## src/rtl/instr_decode_stage_if.sv

```systemverilog
// Handshake and decoded-field bundle between fetch, the decode stage and register read.
// master drives instructions in and accepts decoded results; slave is the decode stage.
interface instr_decode_stage_if #(
    parameter int unsigned XLEN  = 32,
    parameter int unsigned PC_W  = 32,
    parameter int unsigned CNT_W = 32
);
    logic             flush;
    logic             in_valid;
    logic             in_ready;
    logic [31:0]      in_instr;
    logic [PC_W-1:0]  in_pc;
    logic             out_valid;
    logic             out_ready;
    logic [5:0]       out_opcode;
    logic [4:0]       out_rs;
    logic [4:0]       out_rt;
    logic [4:0]       out_rd;
    logic [4:0]       out_shamt;
    logic [5:0]       out_func;
    logic [1:0]       out_fmt;
    logic [XLEN-1:0]  out_imm;
    logic [PC_W-1:0]  out_jtarget;
    logic [PC_W-1:0]  out_pc;
    logic [CNT_W-1:0] out_count;

    modport master (
        output flush, in_valid, in_instr, in_pc, out_ready,
        input  in_ready, out_valid, out_opcode, out_rs, out_rt, out_rd, out_shamt,
               out_func, out_fmt, out_imm, out_jtarget, out_pc, out_count
    );

    modport slave (
        input  flush, in_valid, in_instr, in_pc, out_ready,
        output in_ready, out_valid, out_opcode, out_rs, out_rt, out_rd, out_shamt,
               out_func, out_fmt, out_imm, out_jtarget, out_pc, out_count
    );
endinterface

```

## src/rtl/instr_decode_stage.sv

```systemverilog
// MIPS instruction decode stage: field split, format/immediate/jump-target decode,
// registered into a 2-entry main/skid buffer with valid/ready flow control.
module instr_decode_stage #(
    parameter int unsigned XLEN  = 32,
    parameter int unsigned PC_W  = 32,
    parameter int unsigned CNT_W = 32
) (
    input logic                  clk,
    input logic                  rst_n,
    instr_decode_stage_if.slave  bus
);
    typedef struct packed {
        logic [5:0]      opcode;
        logic [4:0]      rs;
        logic [4:0]      rt;
        logic [4:0]      rd;
        logic [4:0]      shamt;
        logic [5:0]      func;
        logic [1:0]      fmt;
        logic [XLEN-1:0] imm;
        logic [PC_W-1:0] jtarget;
        logic [PC_W-1:0] pc;
    } entry_t;

    localparam logic [PC_W-1:0] SegMask = PC_W'(32'h0FFF_FFFF);

    entry_t           dec;
    entry_t           main_q, main_d;
    entry_t           skid_q, skid_d;
    logic             main_valid_q, main_valid_d;
    logic             skid_valid_q, skid_valid_d;
    logic [CNT_W-1:0] count_q, count_d;
    logic [PC_W-1:0]  pc_plus4;
    logic [15:0]      imm16;
    logic             accept;
    logic             drain;

    always_comb begin
        dec         = '0;
        dec.opcode  = bus.in_instr[31:26];
        dec.rs      = bus.in_instr[25:21];
        dec.rt      = bus.in_instr[20:16];
        dec.rd      = bus.in_instr[15:11];
        dec.shamt   = bus.in_instr[10:6];
        dec.func    = bus.in_instr[5:0];
        dec.pc      = bus.in_pc;
        imm16       = bus.in_instr[15:0];

        case (bus.in_instr[31:26])
            6'h00:        dec.fmt = 2'b00;
            6'h02, 6'h03: dec.fmt = 2'b10;
            default:      dec.fmt = 2'b01;
        endcase

        // Signed casts widen by sign extension; the lui form extends from bit 31.
        case (bus.in_instr[31:26])
            6'h0C, 6'h0D, 6'h0E: dec.imm = XLEN'(imm16);
            6'h0F:               dec.imm = XLEN'($signed({imm16, 16'h0000}));
            default:             dec.imm = XLEN'($signed(imm16));
        endcase

        pc_plus4    = bus.in_pc + PC_W'(4);
        dec.jtarget = (pc_plus4 & ~SegMask) | PC_W'({bus.in_instr[25:0], 2'b00});
    end

    assign accept = bus.in_valid & ~skid_valid_q & ~bus.flush;
    assign drain  = main_valid_q & bus.out_ready;

    always_comb begin
        main_d       = main_q;
        skid_d       = skid_q;
        main_valid_d = main_valid_q;
        skid_valid_d = skid_valid_q;
        count_d      = drain ? count_q + CNT_W'(1) : count_q;

        if (bus.flush) begin
            main_valid_d = 1'b0;
            skid_valid_d = 1'b0;
        end else if (!main_valid_q || drain) begin
            // Skid is full only when in_ready was low, so it never races a new accept.
            if (skid_valid_q) begin
                main_d       = skid_q;
                main_valid_d = 1'b1;
                skid_valid_d = 1'b0;
            end else if (accept) begin
                main_d       = dec;
                main_valid_d = 1'b1;
            end else begin
                main_valid_d = 1'b0;
            end
        end else if (accept) begin
            skid_d       = dec;
            skid_valid_d = 1'b1;
        end
    end

    always_ff @(posedge clk) begin
        if (!rst_n) begin
            main_q       <= '0;
            skid_q       <= '0;
            main_valid_q <= 1'b0;
            skid_valid_q <= 1'b0;
            count_q      <= '0;
        end else begin
            main_q       <= main_d;
            skid_q       <= skid_d;
            main_valid_q <= main_valid_d;
            skid_valid_q <= skid_valid_d;
            count_q      <= count_d;
        end
    end

    assign bus.in_ready    = rst_n & ~skid_valid_q & ~bus.flush;
    assign bus.out_valid   = main_valid_q;
    assign bus.out_opcode  = main_q.opcode;
    assign bus.out_rs      = main_q.rs;
    assign bus.out_rt      = main_q.rt;
    assign bus.out_rd      = main_q.rd;
    assign bus.out_shamt   = main_q.shamt;
    assign bus.out_func    = main_q.func;
    assign bus.out_fmt     = main_q.fmt;
    assign bus.out_imm     = main_q.imm;
    assign bus.out_jtarget = main_q.jtarget;
    assign bus.out_pc      = main_q.pc;
    assign bus.out_count   = count_q;
endmodule
```

## src/flat_wrapper.sv

```systemverilog
// flat-port wrapper written by rule: the top's interface ports become plain ports
module instr_decode_stage_flat 
#(
    parameter int unsigned XLEN  = 32,
    parameter int unsigned PC_W  = 32,
    parameter int unsigned CNT_W = 32
)
  (clk, rst_n, bus_flush, bus_in_valid, bus_in_instr, bus_in_pc, bus_out_ready, bus_in_ready, bus_out_valid, bus_out_opcode, bus_out_rs, bus_out_rt, bus_out_rd, bus_out_shamt, bus_out_func, bus_out_fmt, bus_out_imm, bus_out_jtarget, bus_out_pc, bus_out_count);
  instr_decode_stage_if #(.XLEN(XLEN), .PC_W(PC_W), .CNT_W(CNT_W)) bus_i ();
  input logic clk;
  input logic rst_n;
  input wire logic [$bits(bus_i.flush)-1:0] bus_flush;
  input wire logic [$bits(bus_i.in_valid)-1:0] bus_in_valid;
  input wire logic [$bits(bus_i.in_instr)-1:0] bus_in_instr;
  input wire logic [$bits(bus_i.in_pc)-1:0] bus_in_pc;
  input wire logic [$bits(bus_i.out_ready)-1:0] bus_out_ready;
  output wire logic [$bits(bus_i.in_ready)-1:0] bus_in_ready;
  output wire logic [$bits(bus_i.out_valid)-1:0] bus_out_valid;
  output wire logic [$bits(bus_i.out_opcode)-1:0] bus_out_opcode;
  output wire logic [$bits(bus_i.out_rs)-1:0] bus_out_rs;
  output wire logic [$bits(bus_i.out_rt)-1:0] bus_out_rt;
  output wire logic [$bits(bus_i.out_rd)-1:0] bus_out_rd;
  output wire logic [$bits(bus_i.out_shamt)-1:0] bus_out_shamt;
  output wire logic [$bits(bus_i.out_func)-1:0] bus_out_func;
  output wire logic [$bits(bus_i.out_fmt)-1:0] bus_out_fmt;
  output wire logic [$bits(bus_i.out_imm)-1:0] bus_out_imm;
  output wire logic [$bits(bus_i.out_jtarget)-1:0] bus_out_jtarget;
  output wire logic [$bits(bus_i.out_pc)-1:0] bus_out_pc;
  output wire logic [$bits(bus_i.out_count)-1:0] bus_out_count;
  assign bus_i.flush = bus_flush;
  assign bus_i.in_valid = bus_in_valid;
  assign bus_i.in_instr = bus_in_instr;
  assign bus_i.in_pc = bus_in_pc;
  assign bus_i.out_ready = bus_out_ready;
  assign bus_in_ready = bus_i.in_ready;
  assign bus_out_valid = bus_i.out_valid;
  assign bus_out_opcode = bus_i.out_opcode;
  assign bus_out_rs = bus_i.out_rs;
  assign bus_out_rt = bus_i.out_rt;
  assign bus_out_rd = bus_i.out_rd;
  assign bus_out_shamt = bus_i.out_shamt;
  assign bus_out_func = bus_i.out_func;
  assign bus_out_fmt = bus_i.out_fmt;
  assign bus_out_imm = bus_i.out_imm;
  assign bus_out_jtarget = bus_i.out_jtarget;
  assign bus_out_pc = bus_i.out_pc;
  assign bus_out_count = bus_i.out_count;
  instr_decode_stage #(.XLEN(XLEN), .PC_W(PC_W), .CNT_W(CNT_W)) u_core (.clk(clk), .rst_n(rst_n), .bus(bus_i));
endmodule
```

## config.mk

```make
export PLATFORM = sky130hd
export DESIGN_NAME = instr_decode_stage_flat
export DESIGN_NICKNAME = d
export VERILOG_FILES = /design/src/rtl/instr_decode_stage_if.sv /design/src/rtl/instr_decode_stage.sv /design/src/flat_wrapper.sv
export SDC_FILE = /design/constraint.sdc
export NUM_CORES = 1
export LEC_CHECK = 0
export BUFFER_PORTS_ARGS = -buffer_cell sky130_fd_sc_hd__buf_4
export CAP_MARGIN = 0
export CORE_UTILIZATION = 56
export CTS_BUF_LIST = sky130_fd_sc_hd__clkbuf_4 sky130_fd_sc_hd__clkbuf_8
export DETAILED_ROUTE_END_ITERATION = 16
export GPL_TIMING_DRIVEN = 0
export PLACE_DENSITY = 0.82
export SYNTH_ARGS = -nofsm -noshare
export SYNTH_HDL_FRONTEND = slang
export SYNTH_SLANG_ARGS = --single-unit
```

## constraint.sdc

```tcl
create_clock -name clk -period 2 [get_ports clk]
set_input_delay 0.5 -clock clk [delete_from_list [all_inputs] [get_ports clk]]
set_output_delay 0.5 -clock clk [all_outputs]
set_load 0.1 [all_outputs]
```

# Word-level counts from Yosys, hierarchy flattened
# Index checks and enable logic that the tools add are counted.
# totals
out_inout_bits,164
elab_cells,57
in_bits,69
ff_bits,294
# classes
n_bitwise,10
n_reduce_logical,10
n_mux,6
addsub,2
eq_ne,6
# op_table
cell,n
130-bit two-way mux,2
32-bit case mux with 2 select lines,1
32-bit by 1-bit adder with 32-bit output (second input constant),1
32-bit by 3-bit adder with 32-bit output (second input constant),1
32-bit by 28-bit bitwise OR with 32-bit output,1
6-bit by 4-bit == test with 1-bit output (second input constant),4
6-bit by 2-bit == test with 1-bit output (second input constant),2
6-bit zero test,1
3-bit AND reduction,2
3-bit OR reduction,2
1-bit bitwise AND,5
1-bit inverter,4
2-bit case mux with 2 select lines,1
2-bit OR reduction,2
1-bit two-way mux,2
2-bit nonzero test,1
1-bit zero test,1
1-bit logical OR,1

# Depth between registers and ports, before layout
# depth
depth_word,5
ltp_mapped,8
ltp_nobuf,6

# Worst setup path before layout
# No wires, ideal clock.
# synth_path
kind,register to output
from,register u_core.skid_valid_q
to,output bus_in_ready
slack_ps,-564
arrival_time_ps,2064
required_ps,1500
path_stages_with_launch,5
path_cell_list,dfxtp_1 -> buf_4 -> buf_2 -> buf_1 -> nor2_1
# synth_via
elab_chain_len,3
# synth_rtl
item,line_no,source
start: declaration,instr_decode_stage.sv:31,"logic skid_valid_q, skid_valid_d;"
start signal: assignment,instr_decode_stage.sv:108,skid_valid_q <= skid_valid_d;
1-bit inverter,instr_decode_stage.sv:113,assign bus.in_ready = rst_n & ~skid_valid_q & ~bus.flush;
1-bit bitwise AND (2 in series),instr_decode_stage.sv:113,
end: declaration,flat_wrapper.sv:17,output wire logic [$bits(bus_i.in_ready)-1:0] bus_in_ready;
# Every way passes these cells.

# Worst setup path in the final report
# Same ends and word-level chain as after synthesis.

==> results.cfg <==
[clocking]
numCtsBuffers = 39
clock-sinks = 238
postCtsHoldBufs = 0
cts_buffer_depth = 3
clock_latency_ns = 0.54
cts_htree_levels = 2
cts_root_buf = clkbuf_8
clk_pin_slew_ns = 0.06
postCtsSetupRepairBufs = 0
cts_tree = done

[yosys]
ys.flop_type = dfxtp_1
synthesis.area_sq_um = 10600
ys_types = 50
synth_edf_count = 0
postSynthAreaPerCell_sq_um = 8.98
yosysSeqAreaShare_pct = 44.9
async_flop_share_pct = 0
syn_inst = 1181
ys_warn_count = 0
synth_seq_cells = 238

[timing]
drv_slew = 0
clock_skew_ns = 0.0278
grt_setup_unrepaired = false
period_share_pct = 97.9
final_hold_viol_count = 0
worstMarginPinSlew_ns = 0.857
setup_violations = 0
slew_headroom_pct = 42.9
whs_ns = 0.230
max_clock_freq_mhz = 511
fin_crit_ns = 1.96

[pwr]
ir_drop_v = 0.000643
p_leak_nw = 6.42
powerDensity_nw_per_um2 = 876
total_power_w = 0.0119

[setup_path]
reg2reg_to = u_core.bus.out_imm[15]
worst_r2r_path_depth = 7
r2r-start = u_core.skid_valid_q
cp_max_fo = 19
cp-start-kind = flop
slowest_delay_ns = 0.30
endpoint_kind = primary output
crit_required_ns = 1.50
path_cells = buf_4 > buf_12 > nor2_4 > buf_12
cp.arrival_ns = 1.46
critPathTopFamily = buffers and inverters
critPathSlowestCell = dfxtp_1
cp_num_buf_inv = 3
cpMostUsedCell = buf_12
crit_type = reg -> out
reg2reg_slack_ns = 0.12

[worst_hold_path]
whs_endpoint = u_core.skid_q[116]
hold_start = bus_in_instr[18]
hold_path.class = in -> reg
min_path_cells = 3

[placed_design]
numPortBuffers = 230
gp_congestion = 0.863
dpl.hpwl_mm = 21.4

[finish]
drive_gt1_share_pct = 28.2
area_growth_pct = 27.6
layout_commonest_cell = nand2_1
antennaDiodeCount = 0
nets = 1522
final_cell_mix = nand2_1, buf_4, dfxtp_1, o211a_1, mux2i_1

[die]
pin_count = 233
die_h_um = 140
start_util_pct = 58.0
dieWidth_um = 140
row_count = 49
coreArea_sq_um = 18300
dieArea_sq_um = 19500

[routing]
routed_wl_mm = 29.8
vias = 9713
routedWlPerCell_um = 17.4
initialDrtViolationCount = 698
antenna_left = 0
drc = 0
drt_first_pass_iters = 5
viasPerCell = 5.68

[global_route]
track_usage_pct = 30.2
first_global_vias = 9225
grt_max_degree = 20
grt_pass1_wl_mm = 46.9
grt-ovfl-total = 0
antenna_found_initial = 0

[flow_run]
drv_cap = 0

[run_status]
status = finished, final reports clean
where the power goes:
part	internal [W]	switching (W)	leakage [nW]
registers	0.00490	0.000104	1.95
logic	0.000578	0.00178	4.02
clock network	0.00259	0.00190	0.451
layer usage:
layer / GRT usage [%] / vias to the layer above / routed length [um]
met2: 49.2 / 399 / 13900
li1: - / 4600 / -
met5: 0 / - / 0
met3: 6.13 / 58 / 2530
met1: 39.0 / 4656 / 12500
met4: 12.6 / 0 / 847
per-stage QoR:
| stage | cell area [sq um] | utilization, % | TNS [ns] | instances | worst slack, ns |
|---|---|---|---|---|---|
| finish | 13500 | 74.0 | 0 | 1709 | 0.0412 |
| global route | 13500 | 74.0 | 0 | 1709 | 0.0103 |
| CTS | 13500 | 74.0 | 0 | 1709 | 0.00655 |
| detailed placement | 12700 | 69.3 | -1.67 | 1641 | -0.137 |
| global placement | 12700 | 69.3 | -0.909 | 1641 | -0.112 |
| floorplan | 10600 | - | 0 | 1182 | 0.00899 |
synth_stat cells, types with 2 or more instances:
cell,count,share of area [%]
xnor2_1,18,1.5
nor3b_1,2,0.14
mux2i_1,67,6.3
buf_1,4,0.14
nor3_2,4,0.38
o21ai_1,14,0.66
nand3_2,2,0.19
nand4_1,12,0.71
nand3_1,51,2.4
buf_4,31,2.2
nor4_4,2,0.40
nor3_1,5,0.24
nor2_1,13,0.46
o31ai_1,7,0.50
and2_1,24,1.4
a31oi_1,2,0.12
inv_1,7,0.25
o211a_1,96,9.1
dfxtp_1,238,45
clkbuf_1,38,1.3
buf_2,48,2.3
o21a_1,15,1.1
nor4_2,2,0.24
o21ai_0,7,0.33
xor2_1,8,0.66
a21oi_1,20,0.94
and3_1,5,0.30
nand2_1,296,10
o211ai_1,24,1.7
nor2b_1,4,0.24
and4_1,5,0.41
a21boi_0,20,1.4
a21boi_1,64,4.5
nand2b_1,10,0.59
worst max-delay path by stage:
stage	cells after the start	slack (ns)	end	start
6_report	4	0.04	bus_in_ready	u_core.skid_valid_q
5_1_grt	4	0.01	bus_in_ready	u_core.skid_valid_q
4_1_cts	4	0.007	bus_in_ready	u_core.skid_valid_q
3_5_place_dp	5	-0.14	u_core.bus.out_count[31]	rst_n
3_3_place_gp	5	-0.11	u_core.bus.out_count[31]	rst_n
2_1_floorplan	5	0.009	u_core.bus.out_count[31]	u_core.bus.out_count[25]
timing repair:
item                                    CTS  global route
resized for setup                         5             3
gates cloned                              0             0
endpoints found under the setup margin    1             1
pin swaps                                 0             0
cells by family (layout without fill, tap and decap cells):
kind of cell	Yosys count	count (layout)	share of synthesized area [%]
simple gates	447	447	19.6
compound gates	272	272	20.6
buf+inv	129	427	6.30
mux	67	67	6.33
other cells	1	2	0.0354
xor+xnor	26	26	2.15
fa+ha+maj	1	1	0.118
flops	238	238	44.9
flip-flops by register name, indices dropped and copies added (netlist names), 2 cells and up:
register                count
u_core.bus.out_opcode       6
u_core.bus.out_rt           4
u_core.bus.out_count       32
u_core.skid_q             102
u_core.bus.out_rd           4
u_core.bus.out_pc          32
u_core.bus.out_func         5
u_core.bus.out_jtarget      9
u_core.bus.out_fmt          2
u_core.bus.out_imm         32
u_core.bus.out_shamt        4
u_core.bus.out_rs           4
worst min-delay path: stages:
cell	delay [ns]
buf_4	0.12
nand2_1	0.05
a21boi_1	0.05
layout make-up:
| class | count | area [sq um] |
|---|---|---|
| sequential | 238 | 4800 |
| fill | 1388 | 4750 |
| clock inverter | 2 | 10.0 |
| tap | 229 | 287 |
| multi-input combinational | 815 | 5180 |
| buffer | 121 | 656 |
| clock buffer | 67 | 828 |
| timing repair buffer | 230 | 1740 |
| inverter | 7 | 26.3 |
Note: power is estimated with default switching activity, not from simulation.
